--- src/rtl/rr_reg_arbiter.sv ---
// ============================================================================
//  Module   : rr_reg_arbiter
//  Purpose  : Round-robin arbitration of N writers onto one shared W-bit
//             register. Optional ownership lock is enabled by RR_ARB_LOCK_EN.
//  Revision : 1.0 - initial release
// ============================================================================
`default_nettype none

module rr_reg_arbiter #(
    parameter int N = 4,
    parameter int W = 8
) (
    input  logic                 clk,
    input  logic                 rst,
`ifdef RR_ARB_LOCK_EN
    input  logic                 lock,
`endif
    input  logic [N-1:0]         req,
    input  logic [N*W-1:0]       wdata,
    output logic [N-1:0]         gnt,
    output logic [W-1:0]         q,
    output logic                 q_valid,
    output logic [$clog2(N)-1:0] owner
);

    localparam int c_PW = $clog2(N);

    typedef enum logic [0:0] {
        ST_IDLE  = 1'b0,
        ST_GRANT = 1'b1
    } state_t;

    state_t            r_state;
    logic [c_PW-1:0]   r_ptr;
    logic [N-1:0]      w_req_eff;
    logic              w_found;
    logic [c_PW-1:0]   w_winner;
    logic [c_PW-1:0]   w_idx;
    logic [c_PW-1:0]   w_next_ptr;

`ifdef RR_ARB_LOCK_EN
    logic              r_locked;

    // While locked, only the current owner may win the register.
    always_comb begin
        w_req_eff = req;
        if (r_locked) begin
            w_req_eff = req & (N'(1) << owner);
        end
    end
`else
    always_comb begin
        w_req_eff = req;
    end
`endif

    // First set request at or above the pointer, wrapping modulo N.
    always_comb begin
        w_found  = 1'b0;
        w_winner = '0;
        w_idx    = '0;
        for (int k = 0; k < N; k++) begin
            w_idx = c_PW'((int'(r_ptr) + k) % N);
            if (!w_found && w_req_eff[w_idx]) begin
                w_found  = 1'b1;
                w_winner = w_idx;
            end
        end
    end

    always_comb begin
        w_next_ptr = (w_winner == c_PW'(N - 1)) ? '0 : w_winner + 1'b1;
    end

    always_ff @(posedge clk or posedge rst) begin
        if (rst) begin
            r_state  <= ST_IDLE;
            r_ptr    <= '0;
            gnt      <= '0;
            q        <= '0;
            q_valid  <= 1'b0;
            owner    <= '0;
`ifdef RR_ARB_LOCK_EN
            r_locked <= 1'b0;
`endif
        end else begin
            case (r_state)
                ST_IDLE: begin
                    if (w_found) begin
                        q        <= wdata[int'(w_winner)*W +: W];
                        owner    <= w_winner;
                        q_valid  <= 1'b1;
                        gnt      <= N'(1) << w_winner;
                        r_ptr    <= w_next_ptr;
`ifdef RR_ARB_LOCK_EN
                        r_locked <= lock;
`endif
                        r_state  <= ST_GRANT;
                    end else begin
                        gnt <= '0;
                    end
                end
                ST_GRANT: begin
                    // Recovery cycle: requests are ignored so each writer sees one gnt pulse.
                    gnt     <= '0;
                    r_state <= ST_IDLE;
                end
                default: begin
                    gnt     <= '0;
                    r_state <= ST_IDLE;
                end
            endcase
        end
    end

endmodule

`default_nettype wire

--- config.mk ---
export PLATFORM = sky130hd
export DESIGN_NAME = rr_reg_arbiter
export DESIGN_NICKNAME = d
export VERILOG_FILES = /design/src/rtl/rr_reg_arbiter.sv
export SDC_FILE = /design/constraint.sdc
export NUM_CORES = 1
export LEC_CHECK = 0
export ABC_CLOCK_PERIOD_IN_PS = 3700
export CAP_MARGIN = 15
export CORE_ASPECT_RATIO = 1.5
export CORE_MARGIN = 1
export CORE_UTILIZATION = 41
export DETAILED_ROUTE_END_ITERATION = 10
export PLACE_DENSITY = 0.91
export SLEW_MARGIN = 20
export SYNTH_ARGS = -nofsm -noshare
export SYNTH_HDL_FRONTEND = slang
export SYNTH_SLANG_ARGS = --single-unit
--- constraint.sdc ---
create_clock -name clk -period 3.7 [get_ports clk]
set_input_delay 0.74 -clock clk [delete_from_list [all_inputs] [get_ports clk]]
set_output_delay 0.74 -clock clk [all_outputs]
set_load 0.02 [all_outputs]
## Word level (Yosys, flattened, before mapping)

Cells that the tools add are included.

- $add $sub $neg: 4
- Magnitude comparators: 4
- Eq/ne operators: 1
- Shifts and indexed selects: 2
- Mux-type cells: 21
- Bitwise operators: 1
- Reduce and logical (&&, ||, !) cells: 7

Operator list:

| kind | number |
|---|---|
| indexed part select 32 x 6 -> 8 bit | 1 |
| less-than comparator 2 x 3 -> 1 bit (second input constant) | 4 |
| 2-to-1 mux 2 bit | 5 |
| 2-to-1 mux 1 bit | 9 |
| binary-select mux 1 bit (select 2 bit) | 4 |
| one-hot mux 4 bit (2 select lines) | 1 |
| adder 2 x 1 -> 2 bit (second input constant) | 2 |
| adder 2 bit (second input constant) | 2 |
| 2-to-1 mux 4 bit | 1 |
| left shift 1 x 2 -> 4 bit (first input constant) | 1 |
| logical AND 1 bit | 3 |
| logical NOT 1 bit | 3 |
| == test 2 bit (second input constant) | 1 |
| one-hot mux 1 bit (2 select lines) | 1 |
| AND reduction 2 bit | 1 |
| NOT 1 bit | 1 |

- Register bits after elaboration: 18
- Input bits: 38
- Output and inout port bits: 15
- Word-level logic and storage cells: 46

## Logic depth before layout (Yosys ltp)

Gate-level depths: netlist of run 1.

- Depth after elaboration: 15
- Gate-level depth with buffers: 7
- Mapped depth without buffers: 6

## Least setup slack after synthesis of run 1

Ideal clock, no wire load.

- Path type: in2reg
- Start point: input port req[0]
- End point: register r_ptr[1]
- Library setup time: 0.117 ns
- Arrival time: 1.668 ns
- Data required time: 3.583 ns
- Setup slack: 1.915 ns
- Stages on the path: 7
- Path buffers: 1
- Cell sequence: a21o_1 -> a21oi_2 -> o22a_4 -> buf_6 -> ha_1 -> nand2_1 -> nand2_1

- Word-level cells in the longest chain between the ends: 14
- Elaborated cells on any way between the ends: 26
- Those cells by class: add/sub: 1; eq/ne: 1; mux: 17; reduce/logical: 7

RTL lines:

| what | line | text |
|---|---|---|
| from (decl) | 18 | `input logic [N-1:0] req,` |
| binary-select mux 1 bit (select 2 bit) | 64 | `if (!w_found && w_req_eff[w_idx]) begin` |
| 2-to-1 mux 1 bit (implied by the code) | 64 |  |
| 2-to-1 mux 1 bit | 64 |  |
| logical NOT 1 bit | 64 |  |
| logical AND 1 bit | 64 |  |
| 2-to-1 mux 1 bit | 64 |  |
| logical NOT 1 bit | 64 |  |
| logical AND 1 bit | 64 |  |
| 2-to-1 mux 1 bit | 64 |  |
| logical NOT 1 bit | 64 |  |
| logical AND 1 bit | 64 |  |
| 2-to-1 mux 2 bit (*) | 64 |  |
| adder 2 x 1 -> 2 bit or == test 2 bit (tied branches) | 72 | `w_next_ptr = (w_winner == c_PW'(N - 1)) ? '0 : w_winner + 1'b1;` |
| 2-to-1 mux 2 bit (*) | 72 |  |
| net w_next_ptr[1] | 39 | `logic [c_PW-1:0] w_next_ptr;` |
| to (signal assigned) | 94 | `r_ptr <= w_next_ptr;` |
| to (decl) | 34 | `logic [c_PW-1:0] r_ptr;` |

Mark *: on every way through the listed nets, which the timed path passes. The rest lies on a longest branch. The select of a mux whose other input is x is not followed.
A chain may end at the register's enable or synchronous reset.

## Worst setup path after layout of run 1

- Start point: input port req[3]
- End point: register q[5]

- Word-level cells in the longest chain between the ends: 13
- Elaborated cells on any way between the ends: 24
- Those cells by class: shift: 1; mux: 16; reduce/logical: 7

RTL lines:

| what | line | text |
|---|---|---|
| binary-select mux 1 bit (select 2 bit) | 64 |  |
| 2-to-1 mux 1 bit (implied by the code) | 64 |  |
| 2-to-1 mux 1 bit | 64 |  |
| logical NOT 1 bit | 64 |  |
| logical AND 1 bit | 64 |  |
| 2-to-1 mux 1 bit | 64 |  |
| logical NOT 1 bit | 64 |  |
| logical AND 1 bit | 64 |  |
| 2-to-1 mux 1 bit | 64 |  |
| logical NOT 1 bit | 64 |  |
| logical AND 1 bit | 64 |  |
| 2-to-1 mux 2 bit or 2-to-1 mux 1 bit (tied branches) | 64 |  |
| indexed part select 32 x 6 -> 8 bit or AND reduction 2 bit (tied branches) | n/a |  |
| to (signal assigned) | 90 | `q <= wdata[int'(w_winner)*W +: W];` |
| to (decl) | 21 | `output logic [W-1:0] q,` |

Several ways; a longest one is shown, not always the timed one. The select of a mux whose other input is x is not followed.

==> results of run 1 <==
cells in the mapped netlist:
library cell and n:
dfrtp_1 18, nand2_1 17, mux2i_1 16, o221ai_1 8, inv_1 5, nand2b_1 4
nor2_1 4, a21o_1 2, a21oi_1 2, buf_2 2, a211oi_2 1, a21boi_0 1
a21oi_2 1, and2_1 1, buf_12 1, buf_6 1, clkbuf_1 1, ha_1 1
nor2b_2 1, o22a_4 1, o22ai_1 1
stage by stage:
stage / cell area [sq um] / utilization [%]
after detailed placement: 1458 / 66.04
after floorplan: 953.4 / -
final: 1494 / 67.69
after global placement: 1458 / 66.04
after CTS: 1494 / 67.69
after global routing: 1494 / 67.69
routing by layer:
metal | part of all wire [%] | routed length (um) | vias to the layer above | global-route usage (%)
met5 | 0 | 0 | - | 0
met4 | 2.5 | 60 | 0 | 11.52
met3 | 3.4 | 82 | 6 | 1.444
met2 | 58 | 1386 | 30 | 38.84
met1 | 37 | 880 | 410 | 20.76
li1 | - | - | 417 | -
critical path, stage by stage:
cell             delay (ps)
clkdlybuf4s50_1         470
nor2_1                  180
a21o_1                  400
inv_1                   180
nand2b_1                340
o221ai_1                210
cell type report:
type	count	area, sq um	share of cell area (%)
clock buffers	4	36.28	2.429
repair buffers	52	520.5	34.84
inverters	5	18.77	1.256
well taps	23	28.78	1.926
multi-input cells	61	439.2	29.40
flip-flops and latches	18	450.4	30.15
placed cells by master (no fill, tap or decap):
cell type        netlist  final
dfrtp_1               18     18
and2_1                 1      1
o22ai_1                1      1
o221ai_1               8      8
o22a_4                 1      1
clkbuf_8               0      1
nand2_1               17     17
a21boi_0               1      1
inv_1                  5      5
a21oi_2                1      1
nor2_1                 4      4
nor2b_2                1      1
a211oi_2               1      1
clkbuf_4               0      3
a21oi_1                2      2
a21o_1                 2      2
mux2i_1               16     16
clkdlybuf4s50_1        0     52
nand2b_1               4      4
ha_1                   1      1
sequential cells by signal, summed over array words and instances, names as in the netlist:
| name | cells |
|---|---|
| owner | 2 |
| gnt | 4 |
| r_state | 1 |
| r_ptr | 2 |
| q | 8 |
| q_valid | 1 |
kinds of logic (layout without fill, tap and decap cells):
kind of cell | after synthesis | in the layout | synth area share (%)
AND/OR/NAND/NOR | 27 | 27 | 12.47
buffers and inverters | 10 | 61 | 6.693
adder cells (fa/ha/maj) | 1 | 1 | 1.312
AO/OA/AOI/OAI | 17 | 17 | 15.49
flip-flops | 18 | 18 | 47.24
multiplexers | 16 | 16 | 16.80
worst max path at each step:
stage | from | end | slack, ps | cells past startpoint
6_report | req[3] | q[5] | 1340 | 6
5_1_grt | req[3] | q[4] | 1220 | 6
3_5_place_dp | req[1] | q[5] | 1040 | 6
2_1_floorplan | req[0] | r_ptr[1] | 1920 | 7
3_3_place_gp | req[1] | q[0] | 1180 | 6
4_1_cts | req[1] | q[5] | 1350 | 6
power groups by stage:
stage | sequential (uW) | combinational, uW | clock, uW
2_1_floorplan | 396 | 228 | 0
5_1_grt | 328 | 523 | 131
3_5_place_dp | 324 | 491 | 0
4_1_cts | 321 | 492 | 119
3_3_place_gp | 321 | 473 | 0
6_report | 320 | 485 | 120
==> impl_summary.log, run 1 <==
INFO  metric rsz0062_at_grt = no
INFO  metric via_count = 863
INFO  metric place_worst_setup_slack = 1037 ps
INFO  metric place_inst = 159
INFO  metric number_of_antenna_violations_at_the_first_check_in_global_routing = 0
INFO  metric worstReg2RegStart = r_ptr[1]
INFO  metric synthesis.area_per_instance = 10.71 sq um
INFO  metric core = 2207 sq um
INFO  metric cts_tree = done
INFO  metric ios = 53
INFO  metric drv.max_cap_violation_count = 0
INFO  metric cts_max_path_buffers = 2
INFO  metric switchingPower = 352.7 uW
INFO  metric arrival = 2510 ps
INFO  metric postCtsResizedCells = 0
INFO  metric gp_congestion = 0.6962
INFO  metric layout_worst_path_cycle_share = 63.82%
INFO  metric worstSetupEndpointType = flop
INFO  metric clock.fmax = 0.4235 GHz
INFO  metric period_minus_slack = 2361 ps
INFO  metric yosys.area.top_type_share = 47.24%
INFO  metric postCtsHoldBufs = 0
INFO  metric timing_worst_setup_path_type = in2reg
INFO  metric p_leak = 0.0006681 uW
INFO  metric avgRoutedWirePerCell = 14.79 um
INFO  metric row_count = 21
INFO  metric p_total = 925.2 uW
INFO  metric post_synth_main_area_contributors = dfrtp_1 47%, mux2i_1 17%, o221ai_1 7.3%
INFO  metric outcome = complete, no violations
INFO  metric mappedNetlistArea = 953.4 sq um
INFO  metric reg2reg_slack = 1990 ps
INFO  metric reg2reg_to = q[1]
INFO  metric synth_cell_types = 21
INFO  metric post-cts-setup-buffer-count = 0
INFO  metric postSynthNetCount = 128
INFO  metric report.final.slew_viol_count = 0
INFO  metric drt-pass1-iter-count = 4
INFO  metric post-dp-hpwl = 1.903 mm
INFO  metric root_buffer = clkbuf_4
INFO  metric cts_buffer_count = 3
INFO  metric critical_path_peak_fanout = 14
INFO  metric cts_num_sinks = 18
INFO  metric detail_route.iter0.violations = 31
INFO  metric hp-class = reg2reg
INFO  metric grt_start_max_net_pins = 22
INFO  metric timing.clock.skew = 2.771 ps
INFO  metric power_report.internal_total = 572.4 uW
INFO  metric globalRouteTotalUtil = 20.70%
INFO  metric ant_nets = 0
INFO  metric timing.hold.worst.start = q_valid
INFO  metric seq_power_share = 34.6%
INFO  metric netlist.top_cell.by_area = dfrtp_1
INFO  metric tightestPinTransition = 661.4 ps
INFO  metric share_comb_of_total_power = 52.5%
INFO  metric final_cells = 163
INFO  metric timing.setup.tns = 0 ps
INFO  metric synth_seq_area_share = 47.24%
INFO  metric holdPathEnd = q_valid
INFO  metric report.final.hold_viol_count = 0
INFO  metric clkTransAtPathRegs = 100 ps
INFO  metric fin_hold_ws = 492.3 ps
INFO  metric ir_worst_vdd = 0.3511 mV
INFO  metric start_util = 43.20%
INFO  metric htreeDepth = 1
INFO  metric power.density = 619.3 nW/um^2
INFO  metric dieHeight = 61.06 um
INFO  metric wirelength = 2.410 mm
INFO  metric post_synth_inst_count = 89
INFO  metric routed_via_density = 5.294
INFO  metric fraction_of_layout_instances_using_a_drive_strength_above_1 = 5.714%
INFO  metric timing.slew.headroom = 55.86%
INFO  metric finalSetupViolCount = 0
INFO  metric clkPwrFrac = 12.9%
INFO  metric hold_path_depth = 1
INFO  metric rr_worst_depth = 5
INFO  metric switching_share = 38.13%
INFO  metric num_antenna_cells = 0
INFO  metric buffer_ports.inserted = 52
INFO  metric die_width = 41.38 um
INFO  metric flops_latches_synth = 18
INFO  metric fp.dieArea = 2526 sq um
INFO  metric critical_path_start_type = input pin
INFO  metric synth.yosys.warnings = 0
INFO  metric first_global_vias = 881
INFO  metric drt_drc_violations_left = 0
INFO  metric setup_slack = 1339 ps
INFO  metric nFillCells = 183
INFO  metric layout.nets = 180
INFO  metric clock_latency = 290 ps
INFO  metric grt_first_pass_wirelength = 3.505 mm
INFO  metric synthToLayoutAreaGrowth = 56.69%
INFO  metric worst_ep_required_time = 3850 ps
INFO  metric globalRouteOverflowTotal = 0
Power figures use the tool's default switching activity.
==> run 2: changes to the inputs <==
Settings changed: ABC_CLOCK_PERIOD_IN_PS 3700 to 2050, CORE_UTILIZATION 41 to 34, PLACE_DENSITY 0.91 to 0.81.
Clock period 3.7 ns to 2.05 ns, I/O delays scaled along.
==> run 2 against run 1 <==
  * First-iteration DRC count is 9.7% lower
  * Largest power group unchanged
  * Die area is 20% higher
  * Wire length is 4.0% lower
  * Clock-buffer cell count stayed put
==> impl_summary.log, run 2 (same netlist as run 1, synthesis figures left out) <==
INFO  metric critical_path_peak_fanout = 18
INFO  metric area_of_all_sequential_standard_cells = 450.4 sq um
INFO  metric cts_num_sinks = 18
INFO  metric postCtsResizedCells = 0
INFO  metric die_width = 45.24 um
INFO  metric reg.largest.list = q: 8 flops, gnt: 4 flops
INFO  metric critical_path_start_type = input pin
INFO  metric grt_start_max_net_pins = 19
INFO  metric num_antenna_cells = 0
INFO  metric wirelength = 2.313 mm
INFO  metric hp-class = reg2reg
INFO  metric row_count = 23
INFO  metric ir_worst_vdd = 0.7161 mV
INFO  metric root_buffer = clkbuf_8
INFO  metric layout_worst_path_cycle_share = 91.81%
INFO  metric stdcell_area = 1560 sq um
INFO  metric cts_max_path_buffers = 2
INFO  metric groute.layer.met3.usage = 1.626%
INFO  metric postPlaceCellArea = 1505 sq um
INFO  metric start_util = 35.62%
INFO  metric power.density = 1127 nW/um^2
INFO  metric grt_util_met1 = 20.58%
INFO  metric drt_drc_violations_left = 0
INFO  metric ios = 53
INFO  metric final_cells = 181
INFO  metric clock_latency = 240 ps
INFO  metric layout.nets = 184
INFO  metric timing.slew.headroom = 55.98%
INFO  metric rsz0062_at_grt = no
INFO  metric core = 2676 sq um
INFO  metric reg2reg_slack = 400 ps
INFO  metric globalRoute.busiestLayer = met2
INFO  metric synthToLayoutAreaGrowth = 63.65%
INFO  metric globalRouteOverflowTotal = 0
INFO  metric arrival = 1990 ps
INFO  metric largest_register = q
INFO  metric postCtsHoldBufs = 0
INFO  metric grt_first_pass_wirelength = 3.829 mm
INFO  metric largest_reg_flops = 8
INFO  metric buffer_ports.inserted = 52
INFO  metric htreeDepth = 1
INFO  metric detail_route.iter0.violations = 28
INFO  metric avgRoutedWirePerCell = 12.78 um
INFO  metric drv.max_cap_violation_count = 0
INFO  metric post-cts-setup-buffer-count = 0
INFO  metric globalRouteTotalUtil = 17.37%
INFO  metric via_count = 884
INFO  metric report.final.hold_viol_count = 0
INFO  metric timing.clock.skew = 1.096 ps
INFO  metric routed_via_density = 4.884
INFO  metric p_leak = 0.0006946 uW
INFO  metric period_minus_slack = 1882 ps
INFO  metric cts_tree = done
INFO  metric clkTransAtPathRegs = 60 ps
INFO  metric report.final.slew_viol_count = 0
INFO  metric place_inst = 177
INFO  metric outcome = complete, no violations
INFO  metric tightestPinTransition = 659.6 ps
INFO  metric worst_ep_required_time = 2150 ps
INFO  metric first_global_vias = 873
INFO  metric timing_worst_setup_path_type = in2reg
INFO  metric fraction_of_layout_instances_using_a_drive_strength_above_1 = 8.333%
INFO  metric layout_common_cells = 52 x clkdlybuf4s50_1, 18 x dfrtp_1, 17 x nand2_1
INFO  metric grt_util_met2 = 30.98%
INFO  metric nFillCells = 235
INFO  metric ant_nets = 0
INFO  metric drt-pass1-iter-count = 4
INFO  metric gp_congestion = 0.7515
INFO  metric most_common_cell_after_layout_fill_and_taps_aside = clkdlybuf4s50_1
INFO  metric post-dp-hpwl = 1.865 mm
INFO  metric finalSetupViolCount = 0
INFO  metric number_of_antenna_violations_at_the_first_check_in_global_routing = 0
INFO  metric area_taken_by_multi_input_logic_gates = 439.2 sq um
INFO  metric dieHeight = 66.86 um
INFO  metric cts_buffer_count = 3
INFO  metric worstSetupEndpointType = flop
INFO  metric clock.fmax = 0.5313 GHz
INFO  metric fp.dieArea = 3024 sq um
==> run 2: cell types whose count changed in the layout (fill, tap and decap cells not counted) <==
cell and change:
clkbuf_8 +3, clkbuf_4 -3, buf_4 +4
==> run 2: worst paths after layout <==
path / startpoint / end / depth (start not counted)
setup / recovery: req[0] / q[6] / 6
hold / removal: q_valid / q_valid / 1
setup reg to reg: r_ptr[1] / q[6] / 5
hold reg to reg: q_valid / q_valid / 1
max in group asynchronous: rst / q[7] / 2
min in group asynchronous: rst / q[3] / 2
==> run 2: layout make-up <==
class / count / share of cell area (%)
timing repair buffer: 56 / 35.28
sequential: 18 / 28.87
multi-input combinational: 61 / 28.15
clock buffer: 4 / 3.528
tap: 37 / 2.967
inverter: 5 / 1.203
==> run 2: per-layer routing <==
layer / vias up / share of wire, %
li1: 420 / -
met1: 438 / 39
met2: 24 / 57
met3: 2 / 2.7
met4: 0 / 0.91
met5: - / 0
==> run 2: per-stage QoR <==
step                total power, uW  hold slack [ps]  setup slack, ps  TNS [ps]  util (%)
floorplan                      1126            348.6            589.5         0         -
global placement               1467            449.4           -28.93    -71.03     56.24
detailed placement             1498            451.4           -103.3    -777.4     56.24
CTS                            1776            470.7            156.2         0     58.30
global route                   1880            475.8            55.30         0     58.30
finish                         1758            463.2            167.8         0     58.30
==> run 2: worst max-delay path, cell delays in order <==
cell             delay (ps)
clkdlybuf4s50_1         480
a21o_1                  220
a21oi_2                 140
o22a_4                  340
mux2i_1                 240
o221ai_1                140
==> run 2: power by group <==
group | internal, uW | switching, uW
registers | 492 | 87.2
logic | 463 | 439
clock network | 170 | 108
==> run 3: changes to the inputs <==
Settings changed: CORE_MARGIN 1 to unset.
==> results of run 3 <==
The final DEF is identical to that of run 2; final timing and power are the same.
